===== config.mk =====
export PLATFORM = sky130hd
export DESIGN_NAME = prod_handshake_engine
export DESIGN_NICKNAME = d
export VERILOG_FILES = /design/src/rtl/prod_handshake_engine.sv
export SDC_FILE = /design/constraint.sdc
export NUM_CORES = 1
export LEC_CHECK = 0
export CORE_MARGIN = 8
export CORE_UTILIZATION = 34
export CTS_CLUSTER_SIZE = 40
export DETAILED_ROUTE_END_ITERATION = 16
export GPL_ROUTABILITY_DRIVEN = 1
export PLACE_DENSITY = 0.64
export SETUP_SLACK_MARGIN = 0.3
export SLEW_MARGIN = 25
export SYNTH_ARGS = -nofsm -noshare
export SYNTH_HDL_FRONTEND = slang
export SYNTH_SLANG_ARGS = --single-unit

===== constraint.sdc =====
create_clock -name clk -period 4.1 [get_ports clk]
set_clock_uncertainty 0.15 [all_clocks]
set_input_delay 0.82 -clock clk [delete_from_list [all_inputs] [get_ports clk]]
set_output_delay 0.82 -clock clk [all_outputs]
set_load 0.05 [all_outputs]

===== src/rtl/prod_handshake_engine.sv =====
// Signed DW x DW shift-add multiply engine: start falling edge -> read A,B -> product written little-endian -> done (DW+4 cycles).
// No backpressure; memory is single-cycle. Optional PROD_SELFCHECK_EN adds a simulation-only product check at WR_LO.
`timescale 1ns/1ps
module prod_handshake_engine #(
   parameter int DW     = 8,
   parameter int AW     = 8,
   parameter int ADDR_A = 0,
   parameter int ADDR_B = 1,
   parameter int ADDR_P = 2
) (
   input  logic          clk,
   input  logic          reset,
   input  logic          start,
   output logic          done,
   output logic [AW-1:0] mem_addr,
   input  logic [DW-1:0] mem_rdata,
   output logic          mem_wr_en,
   output logic [DW-1:0] mem_wdata
);

   localparam int CW = (DW > 1) ? $clog2(DW) : 1;

   typedef enum logic [2:0] {
      IDLE, RD_A, RD_B, MUL, WR_LO, WR_HI, DONE
   } state_t;

   state_t          state, state_nx;
   logic            start_q;
   logic [DW-1:0]   a, b;
   logic [2*DW-1:0] acc;
   logic [CW-1:0]   cnt;
   logic [2*DW-1:0] a_sh;
   logic            last_bit;

   assign last_bit = (cnt == CW'(DW-1));
   assign a_sh     = {{DW{a[DW-1]}}, a} << cnt;

   always_ff @(posedge clk or negedge reset) begin
      if (!reset) state <= IDLE;
      else        state <= state_nx;
   end

   // Outputs are decoded from state (and the acc register) only; start never reaches them combinationally.
   always_comb begin
      state_nx  = state;
      mem_addr  = '0;
      mem_wdata = '0;
      mem_wr_en = 1'b0;
      done      = 1'b0;
      case (state)
         IDLE:  if (start_q && !start) state_nx = RD_A;
         RD_A: begin
            mem_addr = AW'(ADDR_A);
            state_nx = RD_B;
         end
         RD_B: begin
            mem_addr = AW'(ADDR_B);
            state_nx = MUL;
         end
         MUL:   if (last_bit) state_nx = WR_LO;
         WR_LO: begin
            mem_addr  = AW'(ADDR_P);
            mem_wdata = acc[DW-1:0];
            mem_wr_en = 1'b1;
            state_nx  = WR_HI;
         end
         WR_HI: begin
            mem_addr  = AW'(ADDR_P + 1);
            mem_wdata = acc[2*DW-1:DW];
            mem_wr_en = 1'b1;
            state_nx  = DONE;
         end
         DONE: begin
            done = 1'b1;
            if (start) state_nx = IDLE;
         end
         default: state_nx = IDLE;
      endcase
   end

   // The sign bit of b carries negative weight, so its partial product is subtracted.
   always_ff @(posedge clk or negedge reset) begin
      if (!reset) begin
         start_q <= 1'b0;
         a       <= '0;
         b       <= '0;
         acc     <= '0;
         cnt     <= '0;
      end else begin
         start_q <= start;
         case (state)
            RD_A: a <= mem_rdata;
            RD_B: begin
               b   <= mem_rdata;
               acc <= '0;
               cnt <= '0;
            end
            MUL: begin
               if (b[cnt]) acc <= last_bit ? (acc - a_sh) : (acc + a_sh);
               cnt <= cnt + 1'b1;
            end
            default: ;
         endcase
      end
   end

`ifdef PROD_SELFCHECK_EN
   always @(posedge clk) begin
      if (reset && state == WR_LO && $signed(acc) !== ($signed(a) * $signed(b)))
         $error("prod_handshake_engine: a=%0d b=%0d acc=%0d expected=%0d",
                $signed(a), $signed(b), $signed(acc), $signed(a) * $signed(b));
   end
`else
   // Product is trusted as computed; no simulation check in this build.
`endif

endmodule


Word-level counts from Yosys, hierarchy flattened --
Index checks and enable logic that the tools add are counted.
Word-level totals: bits in registers 39, latch bits 0, memory bits (writable) 0, memory bits (read-only) 0, input port bits 11, output and inout bits 18, word-level logic and storage cells 43, memories 0
Cells by class: $add $sub $neg 3, multipliers 0, divide/modulo/power cells 0, $lt $le $gt $ge 1, equality and inequality tests 11, shift-type cells 1, muxes and demuxes 14, bitwise logic cells 0, reduce and logical (&&, ||, !) cells 7
Operator list (number):
- two-way mux 16 bit | 2
- one-hot mux 16 bit (2 select lines) | 1
- one-hot mux 3 bit (7 select lines) | 1
- adder 16 bit | 1
- one-hot mux 8 bit (2 select lines) | 1
- << shifter 16 x 3 -> 16 bit | 1
- subtractor 16 bit | 1
- equality test 3 bit (second input constant) | 4
- two-way mux 3 bit | 3
- != test 2 bit (second input constant) | 4
- equality test 3 x 2 -> 1 bit (second input constant) | 2
- one-hot mux 2 bit (3 select lines) | 1
- one-hot mux 3 bit (2 select lines) | 1
- less-than comparator 3 x 4 -> 1 bit (second input constant) | 1
- adder 3 x 1 -> 3 bit (second input constant) | 1
- binary-select mux 1 bit (select 3 bit) | 1
- equality test 3 x 1 -> 1 bit (second input constant) | 1
- zero test 3 bit | 1
- two-way mux 1 bit | 3
- AND reduction 3 bit | 1
- AND reduction 2 bit | 1
- nonzero test 2 bit | 1
- OR reduction 2 bit | 1
- logical AND 1 bit | 1
- zero test 1 bit | 1

Depth between registers and ports, before layout --
Gate-level depths: netlist of the first run.
depth after elaboration 5, mapped depth 19, depth with buffers taken out 17

Worst setup path after synthesis of the first run --
No wires, ideal clock.
path kind reg2reg, from register cnt[2], to register acc[15], library setup time 0.121 ns, data arrival time 3.686 ns, data required time 3.829 ns, setup slack 0.143 ns, cell stages (with the launch flop) 16, path buffers 2, period minus slack after synthesis 3.957 ns, cell sequence dfrtp_1 -> clkbuf_1 -> clkbuf_1 -> or3_1 -> ha_1 -> mux2_2 -> inv_1 -> ha_1 -> nor2b_1 -> o31a_1 -> o31a_1 -> o41ai_2 -> o21ai_0 -> xnor2_2 -> o21ai_1 -> a22o_1
Between the ends: longest elaborated chain between the ends 5, elaborated cells between the ends (all ways) 11, those cells by class 2 x add/sub; 2 x eq/ne; 1 x shift; 5 x mux; 1 x reduce/logical
Ends and longest elaborated chain:
- start: declaration | RTL line 31 | logic [CW-1:0] cnt;
- start signal: assignment | RTL line 100 | cnt <= cnt + 1'b1;
- << shifter 16 x 3 -> 16 bit | RTL line 36 | assign a_sh = {{DW{a[DW-1]}}, a} << cnt;
- adder 16 bit or subtractor 16 bit (tied branches) | RTL line 99 | if (b[cnt]) acc <= last_bit ? (acc - a_sh) : (acc + a_sh);
- two-way mux 16 bit (2 in series) | RTL line 99
- one-hot mux 16 bit (2 select lines) | RTL line 91 | case (state)
- end signal: assignment | RTL line 99
- end: declaration | RTL line 30 | logic [2*DW-1:0] acc;
Parallel ways exist; a longest one is shown, timed or not. The select of a mux whose other input is x is not followed. A chain may end at the register's enable or synchronous reset.

Worst setup path after layout of the first run --
from register cnt[0], to register acc[13]
The elaborated chain is that of the path after synthesis.

==> results.cfg, run 1 <==
[yosys]
postSynth.asyncResetShare = 1.00
ys.flop_type = dfrtp_1
synth_commonest_cells = 39 x dfrtp_1, 31 x nor2_1, 26 x o21ai_0
synth_top_cell_area_share = 0.297
post_synth.cell_area_avg_um2 = 9.04
yosys.area.top_type = dfrtp_1
yosysWarnings = 0
syn_area_mm2 = 0.00329
synth-seq-cells = 39
ys_seq_area_frac = 0.297
synth_area_leaders = dfrtp_1 30%, mux2_2 8.2%, ha_1 6.8%, mux2i_1 5.2%, o21ai_0 4.0%
yosysMostFrequentCell = dfrtp_1
synth.distinct_cells = 60
syn_inst = 364
synth_edf_count = 0

[critical_path]
critPathRequiredTime_ns = 4.10
crit_path_start_kind = flop
cp_data_arrival_time_ns = 3.89
cp_slowest_stage_delay_ns = 0.47
endpoint_kind = flop
crit_type = reg -> reg
crit_slowest_cell = mux4_2
cp_cell_sequence = buf_12 > mux2i_4 > buf_6 > mux4_2 > nand3_2 > nor3_4 > and2_4 > a21oi_2 > xor2_1 > ha_1 > a21oi_2 > o21ai_2 > o41ai_4 > o21bai_1 > a21oi_1 > xor2_1 > o21ai_0
path_max_fanout = 6

[floorplanning]
start_util = 0.343
die_h_um = 114
die-width_um = 114
io-pin-count = 29
rows = 36
dieArea_mm2 = 0.0131
coreArea_mm2 = 0.00959

[run]
cap_violations = 0

[drt]
wl_met2_um = 4160
drc_errors = 0
wl_per_cell_um = 15.5
route.vias.total = 2838
drt_iter0_markers = 179
postRouteAntennaNets = 0
routed.top_layer = met4
drt-met1-wl_um = 3740
wl_met3_um = 328
wl_um = 8380
firstDrtPassIters = 6
viasPerCell = 5.25

[global_routing]
overflow = 0
grt_max_degree = 40
antenna_found_initial = 0
grt_pass1_wl_um = 13400
grt_use_total = 0.127
grt_pass1_vias = 2753

[placement]
place_congestion = 0.850
port_buffers = 22
hpwl_um = 5910
dpl_worst_slack_ns = 0.0514

[timing]
rsz0062_at_grt = yes
fin_crit_sh = 0.948
setup_viol = 0
slew_headroom = 0.434
fin_setup_tns_ns = 0
slew_viol_final = 0
fmax_mhz = 257
hold_viol = 0
min_period_ns = 3.89
worstMarginPinSlew_ns = 0.848
finalWorstSetupSlack_ns = 0.211

[run_status]
status = completed

[clock_tree]
holdBufCountCts = 0
clockRootBuffer = clkbuf_8
cts_sinks = 39
numCtsBuffers = 5
cts_tree = done
cts.clk_slew.worst_paths_ns = 0.08
clk_path_buf_depth = 2
clk-insertion-delay-late_ns = 0.30
h-tree-depth = 2

[finish]
antenna-diode-count = 0
num-fill-cells = 891
fin_nets = 437
fin_util = 0.438
drive_gt1_frac = 0.282
syn2layout_area_growth_pct = 27.7

[min_path]
hold_class = in -> async
-- through the flow --
step / hold WS [ns] / cell area, um2 / std cells
floorplan: 0.324 / 3350 / 369
global placement: 0.338 / 3720 / 517
detailed placement: 0.344 / 3720 / 517
CTS: 0.361 / 3920 / 530
global route: 0.279 / 4200 / 541
finish: 0.260 / 4200 / 541
-- state kept, by name (all words and copies together), names as in the netlist --
register and cells:
acc 16, a 8, b 8, cnt 3, state 3, start_q 1
-- layout make-up --
class                      count  area (um2)  share of cell area
clock buffer                   7        76.3              0.0182
clock inverter                 1        5.00             0.00119
inverter                      12        45.0              0.0107
multi-input combinational    291        2370               0.564
sequential                    39         978               0.233
tap                          133         166              0.0396
timing repair buffer          58         561               0.133
-- cells in the final DEF, fill, tap and decap left out, drive strengths merged, types with 3 or more instances in the layout --
| cell | instances |
|---|---|
| mux4 | 3 |
| buf | 35 |
| nor3 | 5 |
| a31oi | 6 |
| a21boi | 3 |
| nor2b | 8 |
| dfrtp | 39 |
| xor2 | 13 |
| or3 | 4 |
| mux2i | 17 |
| nand2b | 12 |
| nand3 | 19 |
| a21o | 4 |
| inv | 12 |
| clkdlybuf4s50 | 21 |
| o21a | 6 |
| and2 | 5 |
| xnor2 | 9 |
| o41ai | 3 |
| clkbuf | 8 |
| a21oi | 20 |
| o21ai | 27 |
| a211oi | 3 |
| nor2 | 31 |
| nand2 | 17 |
| mux2 | 25 |
| ha | 18 |
| conb | 6 |
-- cell families after synthesis --
group	share of synthesized area
other	0.00114
AND/OR/NAND/NOR	0.164
flip-flops	0.297
adder cells (fa/ha/maj)	0.0746
XOR/XNOR	0.0609
buffers and inverters	0.0578
multiplexers	0.158
AO/OA/AOI/OAI	0.187
-- repair_timing --
item,4_1_cts,5_1_grt
setup buffers,4,9
pin swaps,9,11
setup endpoints to repair,6,8
cloned,1,1
gates resized for setup,13,38
-- worst max-delay path: cells and delay by family, from the launching register on --
kind	cells	cell delay (ns)
muxes	2	0.66
AOI/OAI and AO/OA	7	1.22
xor gates and xnor gates	2	0.35
adders and majority gates	1	0.31
DFF	1	0.46
and+or+nand+nor	3	0.31
buffers and inverters	2	0.29
-- worst paths after layout --
| kind | start | endpoint | slack (ns) | depth (start not counted) |
|---|---|---|---|---|
| min in group clk | b[7] | b[7] | 0.36 | 1 |
| worst min register to register | b[7] | b[7] | 0.36 | 1 |
| worst max-delay path | cnt[0] | acc[13] | 0.21 | 17 |
| worst min-delay path | reset | a[6] | 0.26 | 1 |
| max in group asynchronous | reset | cnt[2] | 3.07 | 2 |
| worst max register to register | cnt[0] | acc[13] | 0.21 | 17 |
-- per-layer routing --
layer | GRT usage | vias to the layer above
met5 | 0 | -
met4 | 0.0470 | 0
met3 | 0.0169 | 11
met2 | 0.221 | 59
met1 | 0.155 | 1386
li1 | - | 1382
Power of run 1 is not shown: default switching activity piles up to over one toggle a cycle in this logic, so the estimate is an artifact.
==> run 2: changes to the inputs <==
CTS_CLUSTER_DIAMETER = 30   (was unset)
SLEW_MARGIN = unset   (was 25)
==> run 2 against run 1 <==
Effect of this change: global-route usage is the same; worst hold slack gained 0.098 ns; setup slack gained 0.0026 ns; non-clock buffer count shrank 1; via count shrank 0.42%; die area is the same; sequential cell count is the same; sequential share of layout area grew 0.11 points; routed wire length is essentially flat; critical path type unchanged.
==> results.cfg, run 2 (same netlist as run 1, synthesis figures left out) <==
[critical_path]
timing.rr.end = acc[13]
crit_slowest_cell = mux4_2
crit_path_start_kind = flop
cp_slowest_stage_delay_ns = 0.47
reg2reg_depth = 17
endpoint_kind = flop
cp_top_family = compound AO/OA/AOI/OAI gates
cp_data_arrival_time_ns = 3.89
reg2reg_slack_ns = 0.21
crit_start = cnt[0]
cp_cell_sequence = buf_12 > mux2i_4 > buf_6 > mux4_2 > nand3_2 > nor3_4 > and2_4 > a21oi_2 > xor2_1 > ha_1 > a21oi_2 > o21ai_2 > o41ai_4 > o21bai_1 > a21oi_1 > xor2_1 > o21ai_0
crit_buf_inv = 2
r2r_start = cnt[0]
path_max_fanout = 6
crit_type = reg -> reg
critPathRequiredTime_ns = 4.10

[global_routing]
grt_use_total = 0.127
grt_pass1_wl_um = 13400
grt_max_degree = 40
overflow = 0
antenna_found_initial = 0
grt_pass1_vias = 2753

[timing]
min_period_ns = 3.89
hold_slack_ns = 0.357
fin_crit_sh = 0.948
slew_headroom = 0.408
fmax_mhz = 257
setup_viol = 0
hold_viol = 0
fin_setup_tns_ns = 0
slew_viol_final = 0
worstMarginPinSlew_ns = 0.888
rsz0062_at_grt = yes
finalWorstSetupSlack_ns = 0.214

[min_path]
hold_class = reg -> reg
whs_path_depth = 1
hp-start = b[7]
hold_end = b[7]

[placement]
dp.cells = 517
dpl_worst_slack_ns = 0.0514
port_buffers = 22
hpwl_um = 5910
place_congestion = 0.850

[clock_tree]
cts.clk_slew.worst_paths_ns = 0.08
cts_sinks = 39
numCtsBuffers = 5
h-tree-depth = 2
cts_tree = done
clockRootBuffer = clkbuf_8
clk-insertion-delay-late_ns = 0.30
clk_path_buf_depth = 2
holdBufCountCts = 0

[finish]
regMostFlops = acc
antenna-diode-count = 0
mostFrequentLayoutCells = 37 x dfrtp_1, 30 x buf_4, 29 x nor2_1, 24 x mux2_2, 21 x clkdlybuf4s50_1
multi_input_area_mm2 = 0.00237
drive_gt1_frac = 0.280
layout_commonest_cell = dfrtp_1
syn2layout_area_growth_pct = 27.1
num-fill-cells = 893
fin_cells = 540
regArea_um2 = 978
fin_nets = 436
largest_reg_flops = 16
largestRegisters = acc (16), a (8), b (8)

[drt]
postRouteAntennaNets = 0
firstDrtPassIters = 4
wl_met3_um = 316
wl_um = 8380
routed.top_layer = met4
viasPerCell = 5.23
drt-met1-wl_um = 3750
route.vias.total = 2826
drc_errors = 0
wl_per_cell_um = 15.5
wl_met2_um = 4180
drt_iter0_markers = 169

[floorplanning]
io-pin-count = 29
dieArea_mm2 = 0.0131
rows = 36
die_h_um = 114
coreArea_mm2 = 0.00959
start_util = 0.343
die-width_um = 114

[run]
cap_violations = 0

[run_status]
status = completed
==> run 2: how the worst max path moves through the flow <==
stage	depth (start not counted)	end	slack, ns
after floorplan	17	acc[15]	0.25
after global placement	15	acc[15]	0.14
after detailed placement	15	acc[15]	0.05
after CTS	17	acc[14]	0.30
after global routing	17	acc[13]	0.02
final	17	acc[13]	0.21
==> run 2: worst reg2reg max path: stages (launching register included) <==
cell      delay (ns)
dfrtp_2         0.46
buf_12          0.16
mux2i_4         0.19
buf_6           0.13
mux4_2          0.47
nand3_2         0.11
nor3_4          0.05
and2_4          0.15
a21oi_2         0.15
xor2_1          0.18
ha_1            0.31
a21oi_2         0.16
o21ai_2         0.10
o41ai_4         0.42
o21bai_1        0.12
a21oi_1         0.16
xor2_1          0.17
o21ai_0         0.10
==> run 2: what timing repair did <==
item,CTS,global route
gates resized for setup,13,38
buffers inserted,4,9
pin swaps,9,11
endpoints found under the setup margin,6,8
gates cloned,1,1
==> run 2: area by class of cell <==
| cell class | instances | area share |
|---|---|---|
| Timing Repair Buffer | 57 | 0.129 |
| Tap cell | 133 | 0.0398 |
| Inverter | 12 | 0.0108 |
| Clock buffer | 7 | 0.0183 |
| Clock inverter | 1 | 0.00120 |
| Multi-Input combinational cell | 291 | 0.567 |
| Sequential cell | 39 | 0.234 |
==> run 2: metrics by stage <==
step	utilization	cell area (um2)
floorplan	-	3350
global placement	0.388	3720
detailed placement	0.388	3720
CTS	0.408	3920
global route	0.436	4180
finish	0.436	4180
==> run 2: routing by layer <==
| layer | GRT usage | vias to the layer above |
|---|---|---|
| li1 | - | 1377 |
| met5 | 0 | - |
| met4 | 0.0470 | 0 |
| met3 | 0.0169 | 9 |
| met2 | 0.221 | 55 |
| met1 | 0.155 | 1385 |
Power of run 2 is left out for the same reason.
==> run 3: changes to the inputs <==
PLACE_DENSITY = 0.62   (was 0.64)
clock period = 4.2 ns   (was 4.1 ns; I/O delays follow)
==> run 3 against run 2 <==
Effect of this change: non-clock buffer count fell by 7; largest cell class unchanged; critical endpoint unchanged; setup slack improved by 0.16 ns; critical path type unchanged; sequential share of layout area is 0.69 points higher; first-iteration DRC count decreased by 5.3%; cell count decreased by 1.5%.
==> results.cfg, run 3 (same netlist as run 1, synthesis figures left out) <==
[critical_path]
cp_data_arrival_time_ns = 3.84
crit_type = reg -> reg
path_max_fanout = 7
endpoint_kind = flop
crit_path_start_kind = flop
critPathRequiredTime_ns = 4.21

[timing]
slew_headroom = 0.390
setup_viol = 0
hold_viol = 0
min_period_ns = 3.83
slew_viol_final = 0
fin_setup_tns_ns = 0
worstMarginPinSlew_ns = 0.915
fmax_mhz = 261
rsz0062_at_grt = yes
fin_crit_sh = 0.911

[finish]
largestRegisters = acc (16), a (8), b (8)
mostFrequentLayoutCells = 36 x dfrtp_1, 31 x nor2_1, 27 x buf_4, 24 x o21ai_0, 22 x mux2_2
antenna-diode-count = 0
largest_reg_flops = 16
layout_commonest_cell = dfrtp_1
num-fill-cells = 940
fin_nets = 429
drive_gt1_frac = 0.263
regMostFlops = acc
syn2layout_area_growth_pct = 23.7

[clock_tree]
clockRootBuffer = clkbuf_8
numCtsBuffers = 5
cts_tree = done
cts.clk_slew.worst_paths_ns = 0.08
clk_path_buf_depth = 2
holdBufCountCts = 0
clk-insertion-delay-late_ns = 0.30
h-tree-depth = 2
cts_sinks = 39

[drt]
viasPerCell = 5.14
drt_iter0_markers = 160
wl_um = 8230
postRouteAntennaNets = 0
wl_met3_um = 221
drt-met1-wl_um = 3840
firstDrtPassIters = 4
wl_per_cell_um = 15.5
wl_met2_um = 3920
drc_errors = 0
route.vias.total = 2733
routed.top_layer = met4

[placement]
port_buffers = 22
hpwl_um = 5970
place_congestion = 0.888

[floorplanning]
die_h_um = 114
io-pin-count = 29
dieArea_mm2 = 0.0131
start_util = 0.343
die-width_um = 114
rows = 36
coreArea_mm2 = 0.00959

[global_routing]
grt_use_total = 0.129
antenna_found_initial = 0
grt_pass1_wl_um = 13600
grt_pass1_vias = 2763
grt_max_degree = 40
overflow = 0

[min_path]
hold_class = reg -> reg

[run_status]
status = completed

[run]
cap_violations = 0
## run 3: changes by cell type in the layout (fill, tap and decap cells not counted), sizes merged
cell / before / now
clkbuf: 8 / 6
bufbuf: 1 / 0
buf: 34 / 29
## run 3: per-layer routing
layer  vias up  global-route usage
met1      1305               0.163
met4         0              0.0541
met3        18              0.0243
met5         -                   0
met2        44               0.212
li1       1366                   -
## run 3: final cells by class
type,instances,area (um2),share of cell area
Clock inverter,1,5.00,0.00123
Timing Repair Buffer,50,429,0.106
Tap cell,133,166,0.0409
Inverter,12,47.5,0.0117
Sequential cell,39,980,0.241
Multi-Input combinational cell,291,2360,0.580
Clock buffer,6,82.6,0.0203
## run 3: timing repair
item / in CTS / in global routing
gates cloned: 0 / 0
gates resized for setup: 11 / 38
buffers inserted: 1 / 12
setup endpoints to repair: 3 / 8
pin swaps: 1 / 22
## run 3: worst max-delay path, stage by stage, from the launching register on
cell and delay, ns:
dfrtp_2 0.48, nand2b_4 0.18, or3_4 0.35, ha_4 0.22
mux2_4 0.28, inv_2 0.07, ha_4 0.20, nor2b_4 0.12
o31a_1 0.32, o31a_1 0.35, o41ai_4 0.43, o21bai_1 0.13
a21oi_1 0.17, xor2_1 0.16, o21ai_0 0.09
## run 3: final timing paths
path                            startpoint      end  slack [ns]  cells after the start
worst max-delay path                cnt[0]  acc[13]        0.37                     14
max in group asynchronous            reset   cnt[1]        2.78                      1
worst max register to register      cnt[0]  acc[13]        0.37                     14
min in group asynchronous            reset     a[7]        0.51                      1
worst min-delay path                  b[1]     b[1]        0.36                      1
worst min register to register        b[1]     b[1]        0.36                      1
## run 3: per-stage QoR
| step | setup slack [ns] | utilization | instances | cell area, um2 | hold WS [ns] |
|---|---|---|---|---|---|
| 2_1_floorplan | 0.307 | - | 369 | 3310 | 0.324 |
| 3_3_place_gp | 0.265 | 0.381 | 512 | 3660 | 0.333 |
| 3_5_place_dp | 0.135 | 0.381 | 512 | 3660 | 0.343 |
| 4_1_cts | 0.294 | 0.396 | 520 | 3790 | 0.362 |
| 5_1_grt | 0.200 | 0.424 | 532 | 4070 | 0.370 |
| 6_report | 0.374 | 0.424 | 532 | 4070 | 0.358 |
Power of run 3 is left out for the same reason.
